==> src/rtl/jt49_boxcar_pkg.sv <==
// Shared JT49 filter-chain definitions: running-sum state encoding
// and accumulator width helper, reused by later filter stages.
package jt49_boxcar_pkg;

   typedef enum logic {
      FILL = 1'b0,
      RUN  = 1'b1
   } box_st_t;

   // Exact width of a sum of 2**depth unsigned dw-bit samples
   function automatic int sum_w(input int dw, input int depth);
      return dw + depth;
   endfunction

endpackage

==> src/rtl/jt49_boxcar.sv <==
// Boxcar (moving-average) stage fed by the JT49 long delay line.
// Ports: clk, rst (sync, active-high), cen (sample enable), clr (sync
// clear), din (current sample), dly (din delayed 2**depth cen ticks),
// dout (registered window average), valid (window has filled).
module jt49_boxcar
   import jt49_boxcar_pkg::*;
#(
   parameter int DW    = 8,
   parameter int depth = 10
) (
   input  logic          clk,
   input  logic          rst,
   input  logic          cen,
   input  logic          clr,
   input  logic [DW-1:0] din,
   input  logic [DW-1:0] dly,
   output logic [DW-1:0] dout,
   output logic          valid
);

   localparam int SW = sum_w(DW, depth);
   localparam logic [depth:0] LAST = {1'b0, {depth{1'b1}}};

   box_st_t           st;
   logic [depth:0]    cnt;
   logic [SW-1:0]     acc;
   logic [DW-1:0]     dly_m;
   logic signed [DW:0] diff;
   logic [SW-1:0]     acc_nxt;

   // Delay RAM is undefined until a full window has been written,
   // so the outgoing sample only counts once we are in RUN.
   assign dly_m = (st == RUN) ? dly : '0;
   assign diff  = $signed({1'b0, din}) - $signed({1'b0, dly_m});

   // Sign-extended add; the true sum is never negative, so the
   // modular result is exact.
   assign acc_nxt = acc + SW'(diff);

   always_ff @(posedge clk) begin
      if (rst || clr) begin
         st    <= FILL;
         cnt   <= '0;
         acc   <= '0;
         dout  <= '0;
         valid <= 1'b0;
      end else if (cen) begin
         // Average of the window as it stood before this sample
         dout <= acc[SW-1:depth];
         acc  <= acc_nxt;
         if (st == RUN) begin
            valid <= 1'b1;
         end else begin
            cnt <= cnt + 1'b1;
            if (cnt == LAST)
               st <= RUN;
         end
      end
   end

endmodule

==> config.mk <==
export PLATFORM = sky130hd
export DESIGN_NAME = jt49_boxcar
export DESIGN_NICKNAME = d
export VERILOG_FILES = /design/src/rtl/jt49_boxcar_pkg.sv /design/src/rtl/jt49_boxcar.sv
export SDC_FILE = /design/constraint.sdc
export NUM_CORES = 1
export LEC_CHECK = 0
export CORE_ASPECT_RATIO = 0.5
export CORE_MARGIN = 2
export CORE_UTILIZATION = 55
export DETAILED_ROUTE_END_ITERATION = 8
export GPL_TIMING_DRIVEN = 0
export PLACE_DENSITY = 0.78
export RECOVER_POWER = 100
export SETUP_SLACK_MARGIN = 0.05
export SYNTH_ARGS = -nofsm -noshare
export SYNTH_HDL_FRONTEND = slang
export SYNTH_SLANG_ARGS = --single-unit
==> constraint.sdc <==
create_clock -name clk -period 5.4 [get_ports clk]
set_input_delay 1.62 -clock clk [delete_from_list [all_inputs] [get_ports clk]]
set_output_delay 1.62 -clock clk [all_outputs]
set_load 0.01 [all_outputs]
==> metrics.txt, run 1 <==
worst endpoint required time=5.63 ns; Final Max Tran Viols=0; Ports=29; hold_buf cts=0; Mapped Avg Cell Area=8.54 sq um; R2R cell count=18; CTS tree=yes; distinct cell type count after synthesis=48; n_diodes=0; Max Root-Sink Buffers=2; final instance area=3060 sq um; critical path endpoint category=flop; worst ir drop on vdd=0.151 mV; Root Driver=clkbuf_8; Tcrit/Tclk final=95.7%; clock latency on the worst-skew pair=0.30 ns; most frequent cells in the layout=dfxtp_1 (39), nor2_1 (36), nand2_1 (29); CTS H-tree lvls=2; dpl cell area=2980 sq um; Die ar.=5350 sq um; Finish-stage setup viols=0; status=complete, no violations; CTS sink count=39; leakage=1.31 nW; skew final=0.00229 ns; initial antenna violation count=0; syn_nets=356; fin nets=391; Top FF cell, synth=dfxtp_1; Setup TNS=0 ns; most common cell after layout, fill and taps aside=dfxtp_1; PwrDens=210 nW/um^2; Post-CTS Setup Bufs=0; min Tclk post-route=5.17 ns; Starting Density=58.2%; dpl hpwl=4140 um; layout cells sized above 1=5.26%; drt drc=0; floorplan die height=52.7 um; max cap viols=0; Rows=17; total global-route track usage=22.0%; Synth Warn #=0; share of synthesized flip-flops with an asynchronous set or reset=0%; Worst setup SP type=input port; Max Freq=194 MHz; ANT nets after route=0; Max-slew headroom=47.8%; unrepaired setup endpoints after global routing=false; Seq/Total Area, Yosys=29.9%; largest net degree at the start of global routing=14; DR iter-0 viols=152; core box area=4490 sq um; Inserted Clock Buffers=5; drt pass-1 iters=4; Total Wirelength=5510 um; Final WS setup=0.234 ns; post-placement cell count=400; worst slack at placement=-0.254 ns; width of the die=101 um; vias in the first global route=2081; Hold Path Depth=2; CTS clk-pin slew, worst paths=0.08 ns; synthesized cell area=2610 sq um; WP data arrival=5.40 ns; post-synthesis instance total=306; first-pass GRT wire length=8990 um; Layout Cells excl Fill=408; crit-path max FO=11; Final Hold Vio Count=0; type of the worst min-delay path=flop to flop; worst-margin pin slew=0.783 ns; final core utilization=68.2%; IO Port Bufs=28; DR WL/cell=13.5 um; WS Path Type=input port to flop; via-per-instance ratio=5.41; Layout area overhead=17.2%; gr ovfl total=0; via count=2209; Post-synth EDFFs=0; post-synthesis register bit count=39; RD Place Congestion=0.908
==> routing by layer <==
layer	vias up	routed length (um)	GRT usage, %
met3	7	335	4.93
met5	-	0	0
met4	0	66	7.21
li1	1147	-	-
met1	1010	2650	27.2
met2	45	2460	38.4
==> metrics by stage <==
| stage | power, W | hold WS, ns |
|---|---|---|
| detailed placement | 0.000450 | 0.472 |
| floorplan | 0.000411 | 0.443 |
| CTS | 0.000646 | 0.488 |
| finish | 0.000643 | 0.480 |
| global route | 0.000675 | 0.504 |
| global placement | 0.000446 | 0.452 |
==> repair_timing <==
action                                  4_1_cts  5_1_grt
gates resized for setup                       1        2
pin swaps                                     0        1
endpoints found under the setup margin        1        2
==> cell usage after synthesis (3+ instances only) <==
cell	n	area share, %
o21bai_1	3	0.86
o21ai_0	12	2.3
nand2_1	29	4.2
buf_1	4	0.57
inv_1	11	1.6
and3_1	3	0.72
a21o_1	9	2.6
clkbuf_1	4	0.57
o21a_1	5	1.4
a21oi_1	18	3.4
nand4_1	8	1.9
dfxtp_1	39	30
nand3_1	6	1.1
ha_1	28	13
xor2_1	11	3.7
mux2i_1	21	8.0
nor2_1	36	5.2
xnor2_1	14	4.7
a31oi_1	3	0.72
nor3_1	5	0.96
buf_2	3	0.57
==> final cells by class <==
cell class / instances / area [sq um]
multi-input combinational: 243 / 1730
fill: 356 / 1430
sequential: 39 / 781
timing repair buffer: 28 / 280
tap: 66 / 82.6
clock buffer: 5 / 68.8
buffer: 12 / 53.8
inverter: 12 / 45.0
clock inverter: 3 / 20.0
==> power breakdown <==
| group | switching (W) | leakage (nW) | internal, W |
|---|---|---|---|
| registers | 0.00000479 | 0.316 | 0.000294 |
| clock network | 0.000109 | 0.0402 | 0.0000898 |
| logic | 0.0000790 | 0.951 | 0.0000658 |
==> worst max-delay path, cell delays in order <==
cell and delay, ns:
clkdlybuf4s50_1 0.39, and2_0 0.15, ha_1 0.20, fa_1 0.40, o21ai_1 0.24, a31oi_1 0.17, o21a_2 0.33, ha_1 0.39
nand2_1 0.16, nor3_2 0.09, a221o_1 0.33, a311oi_4 0.34, o21ai_1 0.15, mux2i_1 0.22, mux2i_1 0.20
==> final timing paths <==
check | start | slack [ns] | to
worst max-delay path | dly[0] | 0.23 | acc[17]$_SDFFE_PP0P_
worst max register to register | st$_SDFFE_PP0P_ | 1.27 | acc[17]$_SDFFE_PP0P_
worst min-delay path | valid$_SDFFE_PP0P_ | 0.48 | valid$_SDFFE_PP0P_
worst min register to register | valid$_SDFFE_PP0P_ | 0.48 | valid$_SDFFE_PP0P_
==> registers in the layout, indices dropped and copies added (netlist names) <==
name,flops
acc,18
cnt,11
dout,8
st,1
valid,1
==> logic make-up (layout without fill, tap and decap cells) <==
group                    Yosys count  after routing  synth area share (%)
AO/OA/AOI/OAI                     66             66                  17.0
XOR/XNOR                          25             25                  8.38
adder cells (fa/ha/maj)           30             30                  14.9
buffers and inverters             24             60                  3.88
flip-flops                        39             39                  29.9
multiplexers                      21             21                  8.05
AND/OR/NAND/NOR                  101            101                  17.9
(Power assumes the default switching activity.)
==> run 2, diff against run 1 <==
--- a/config.mk
+++ b/config.mk
@@ -8,6 +8,7 @@
 export CORE_ASPECT_RATIO = 0.5
 export CORE_MARGIN = 2
 export CORE_UTILIZATION = 55
+export CTS_CLUSTER_DIAMETER = 60
 export DETAILED_ROUTE_END_ITERATION = 8
 export GPL_TIMING_DRIVEN = 0
 export PLACE_DENSITY = 0.78
==> results of run 2 <==
No change in the layout: final DEF, timing and power equal those of run 1.
==> run 3, diff against run 2 <==
--- a/config.mk
+++ b/config.mk
@@ -5,13 +5,15 @@
 export SDC_FILE = /design/constraint.sdc
 export NUM_CORES = 1
 export LEC_CHECK = 0
+export CELL_PAD_IN_SITES_DETAIL_PLACEMENT = 2
+export CELL_PAD_IN_SITES_GLOBAL_PLACEMENT = 2
 export CORE_ASPECT_RATIO = 0.5
 export CORE_MARGIN = 2
-export CORE_UTILIZATION = 55
+export CORE_UTILIZATION = 34
 export CTS_CLUSTER_DIAMETER = 60
 export DETAILED_ROUTE_END_ITERATION = 8
 export GPL_TIMING_DRIVEN = 0
-export PLACE_DENSITY = 0.78
+export PLACE_DENSITY_LB_ADDON = 0.1
 export RECOVER_POWER = 100
 export SETUP_SLACK_MARGIN = 0.05
 export SYNTH_ARGS = -nofsm -noshare
==> constraint.sdc (replaced) <==
create_clock -name clk -period 4.91 [get_ports clk]
set_input_delay 1.473 -clock clk [delete_from_list [all_inputs] [get_ports clk]]
set_output_delay 1.473 -clock clk [all_outputs]
set_load 0.01 [all_outputs]
==> metrics.txt, run 3 (same netlist as run 1, synthesis figures left out) <==
via-per-instance ratio=5.34; worst-margin pin slew=0.848 ns; critical path endpoint category=flop; clock latency on the worst-skew pair=0.29 ns; Rows=22; Starting Density=35.4%; min Tclk post-route=4.76 ns; first-pass GRT wire length=12800 um; most common cell after layout, fill and taps aside=dfxtp_1; max cap viols=0; core box area=7380 sq um; vias in the first global route=2580; type of the worst min-delay path=flop to flop; IO Port Bufs=28; WS Path Type=input port to flop; RD Place Congestion=0.830; hold_buf cts=0; dpl cell area=3010 sq um; DR iter-0 viols=46; ANT nets after route=0; CTS sink count=39; Die ar.=8440 sq um; max incr delay on CP=0.49 ns; Root Driver=clkbuf_16; worst ir drop on vdd=0.145 mV; routed wl met2=4010 um; Finish-stage setup viols=0; Final Max Tran Viols=0; CTS clk-pin slew, worst paths=0.06 ns; Ports=29; biggest regs=acc (18), cnt (11), dout (8); Max-slew headroom=43.5%; status=complete, no violations; n_diodes=0; PwrDens=252 nW/um^2; Tcrit/Tclk final=96.9%; gr ovfl total=0; Largest Register=acc; dpl hpwl=5830 um; largest net degree at the start of global routing=12; max reg flops=18; DR WL/cell=18.0 um; fin nets=398; cell family with most CP delay=compound AO/OA/AOI/OAI gates; worst endpoint required time=5.06 ns; CP max-delay cell=clkdlybuf4s50_1; WP buf/inv=3; crit-path cells=clkdlybuf4s50_1 -> ha_1 -> a21o_1 -> a21oi_2 -> o21bai_1 -> a21o_1 -> a31oi_4 -> xnor2_2 -> ha_1 -> buf_6 -> buf_4 -> a21o_1 -> a31oi_1 -> o221ai_1 -> xor2_1 -> mux2i_1 -> nor2_1; WP data arrival=4.91 ns; crit-path max FO=5; CTS tree=yes; Min Hold Slack=0.481 ns; layout cells sized above 1=13.5%; Max Freq=210 MHz; final instance area=3400 sq um; CTS H-tree lvls=2; cell with the most instances on the worst path=a21o_1; width of the die=128 um; floorplan die height=66.0 um; top sig layer=met4; initial antenna violation count=0; skew final=0.00662 ns; met3 WL=302 um; most frequent cells in the layout=dfxtp_1 (39), nor2_1 (36), nand2_1 (26); Worst setup SP type=input port; final core utilization=46.1%; Max Root-Sink Buffers=2; Final Hold Vio Count=0; total global-route track usage=19.9%; drt pass-1 iters=4; drt drc=0; Total Wirelength=7980 um; leakage=1.43 nW; Met1 Routed Length=3590 um; via count=2369; Layout area overhead=30.1%; Inserted Clock Buffers=5; Reg2Reg Setup Slack=0.73 ns
-- run 3: cell count changes in the layout (fill, tap and decap cells not counted), moves of 4 or more --
cell,delta
clkbuf_16,+5
buf_4,+6
clkbuf_8,-4
ha_1,-8
ha_4,+5
-- run 3: metrics by stage --
| step | setup TNS, ns | setup slack (ns) | std cells | total power (W) |
|---|---|---|---|---|
| after floorplan | 0 | 0.280 | 306 | 0.000452 |
| after CTS | 0 | 0.0439 | 439 | 0.000846 |
| after global routing | -0.0129 | -0.0129 | 444 | 0.000901 |
| after detailed placement | -3.73 | -0.774 | 430 | 0.000506 |
| after global placement | -2.81 | -0.668 | 430 | 0.000497 |
| final | 0 | 0.150 | 444 | 0.000856 |
-- run 3: layout make-up --
class                   count  area (sq um)
clock inverters             1          5.00
inverters                  12          45.0
repair buffers             35           338
multi-input cells         243          1900
fillers                   781          3980
flip-flops and latches     39           781
plain buffers              12          67.6
clock buffers               6           139
well taps                  96           120
-- run 3: layer usage --
layer	vias to the layer above	GRT usage (%)
li1	1163	-
met1	1170	23.7
met2	30	37.1
met3	6	4.05
met4	0	5.36
met5	-	0
-- run 3: power by group --
part | total (W) | leakage [nW] | internal, W | switching, W
sequential | 0.000330 | 0.316 | 0.000324 | 0.00000582
clock | 0.000330 | 0.0727 | 0.000198 | 0.000131
combinational | 0.000196 | 1.04 | 0.0000888 | 0.000107
-- run 3: path summary, 6_finish.rpt --
kind | depth (start not counted) | from | end
max | 17 | din[1] | acc[16]$_SDFFE_PP0P_
max reg2reg | 18 | st$_SDFFE_PP0P_ | acc[16]$_SDFFE_PP0P_
min reg2reg | 2 | acc[17]$_SDFFE_PP0P_ | acc[17]$_SDFFE_PP0P_
min | 2 | acc[17]$_SDFFE_PP0P_ | acc[17]$_SDFFE_PP0P_
-- run 3: what timing repair did --
action | CTS | global route
buffers inserted | 2 | 5
gates resized for setup | 12 | 27
pin swaps | 5 | 16
endpoints found under the setup margin | 5 | 6
-- run 3: worst reg2reg max path, stage by stage, from the launching register on --
cell and delay (ns):
dfxtp_1 0.33, clkbuf_1 0.51, nand2_1 0.17, ha_1 0.34, a21o_1 0.19, a21oi_2 0.15, o21bai_1 0.10, a21o_1 0.21
a31oi_4 0.23, xnor2_2 0.14, ha_1 0.26, buf_6 0.14, buf_4 0.14, a21o_1 0.15, a31oi_1 0.40, o221ai_1 0.22
xor2_1 0.18, mux2i_1 0.14, nor2_1 0.07
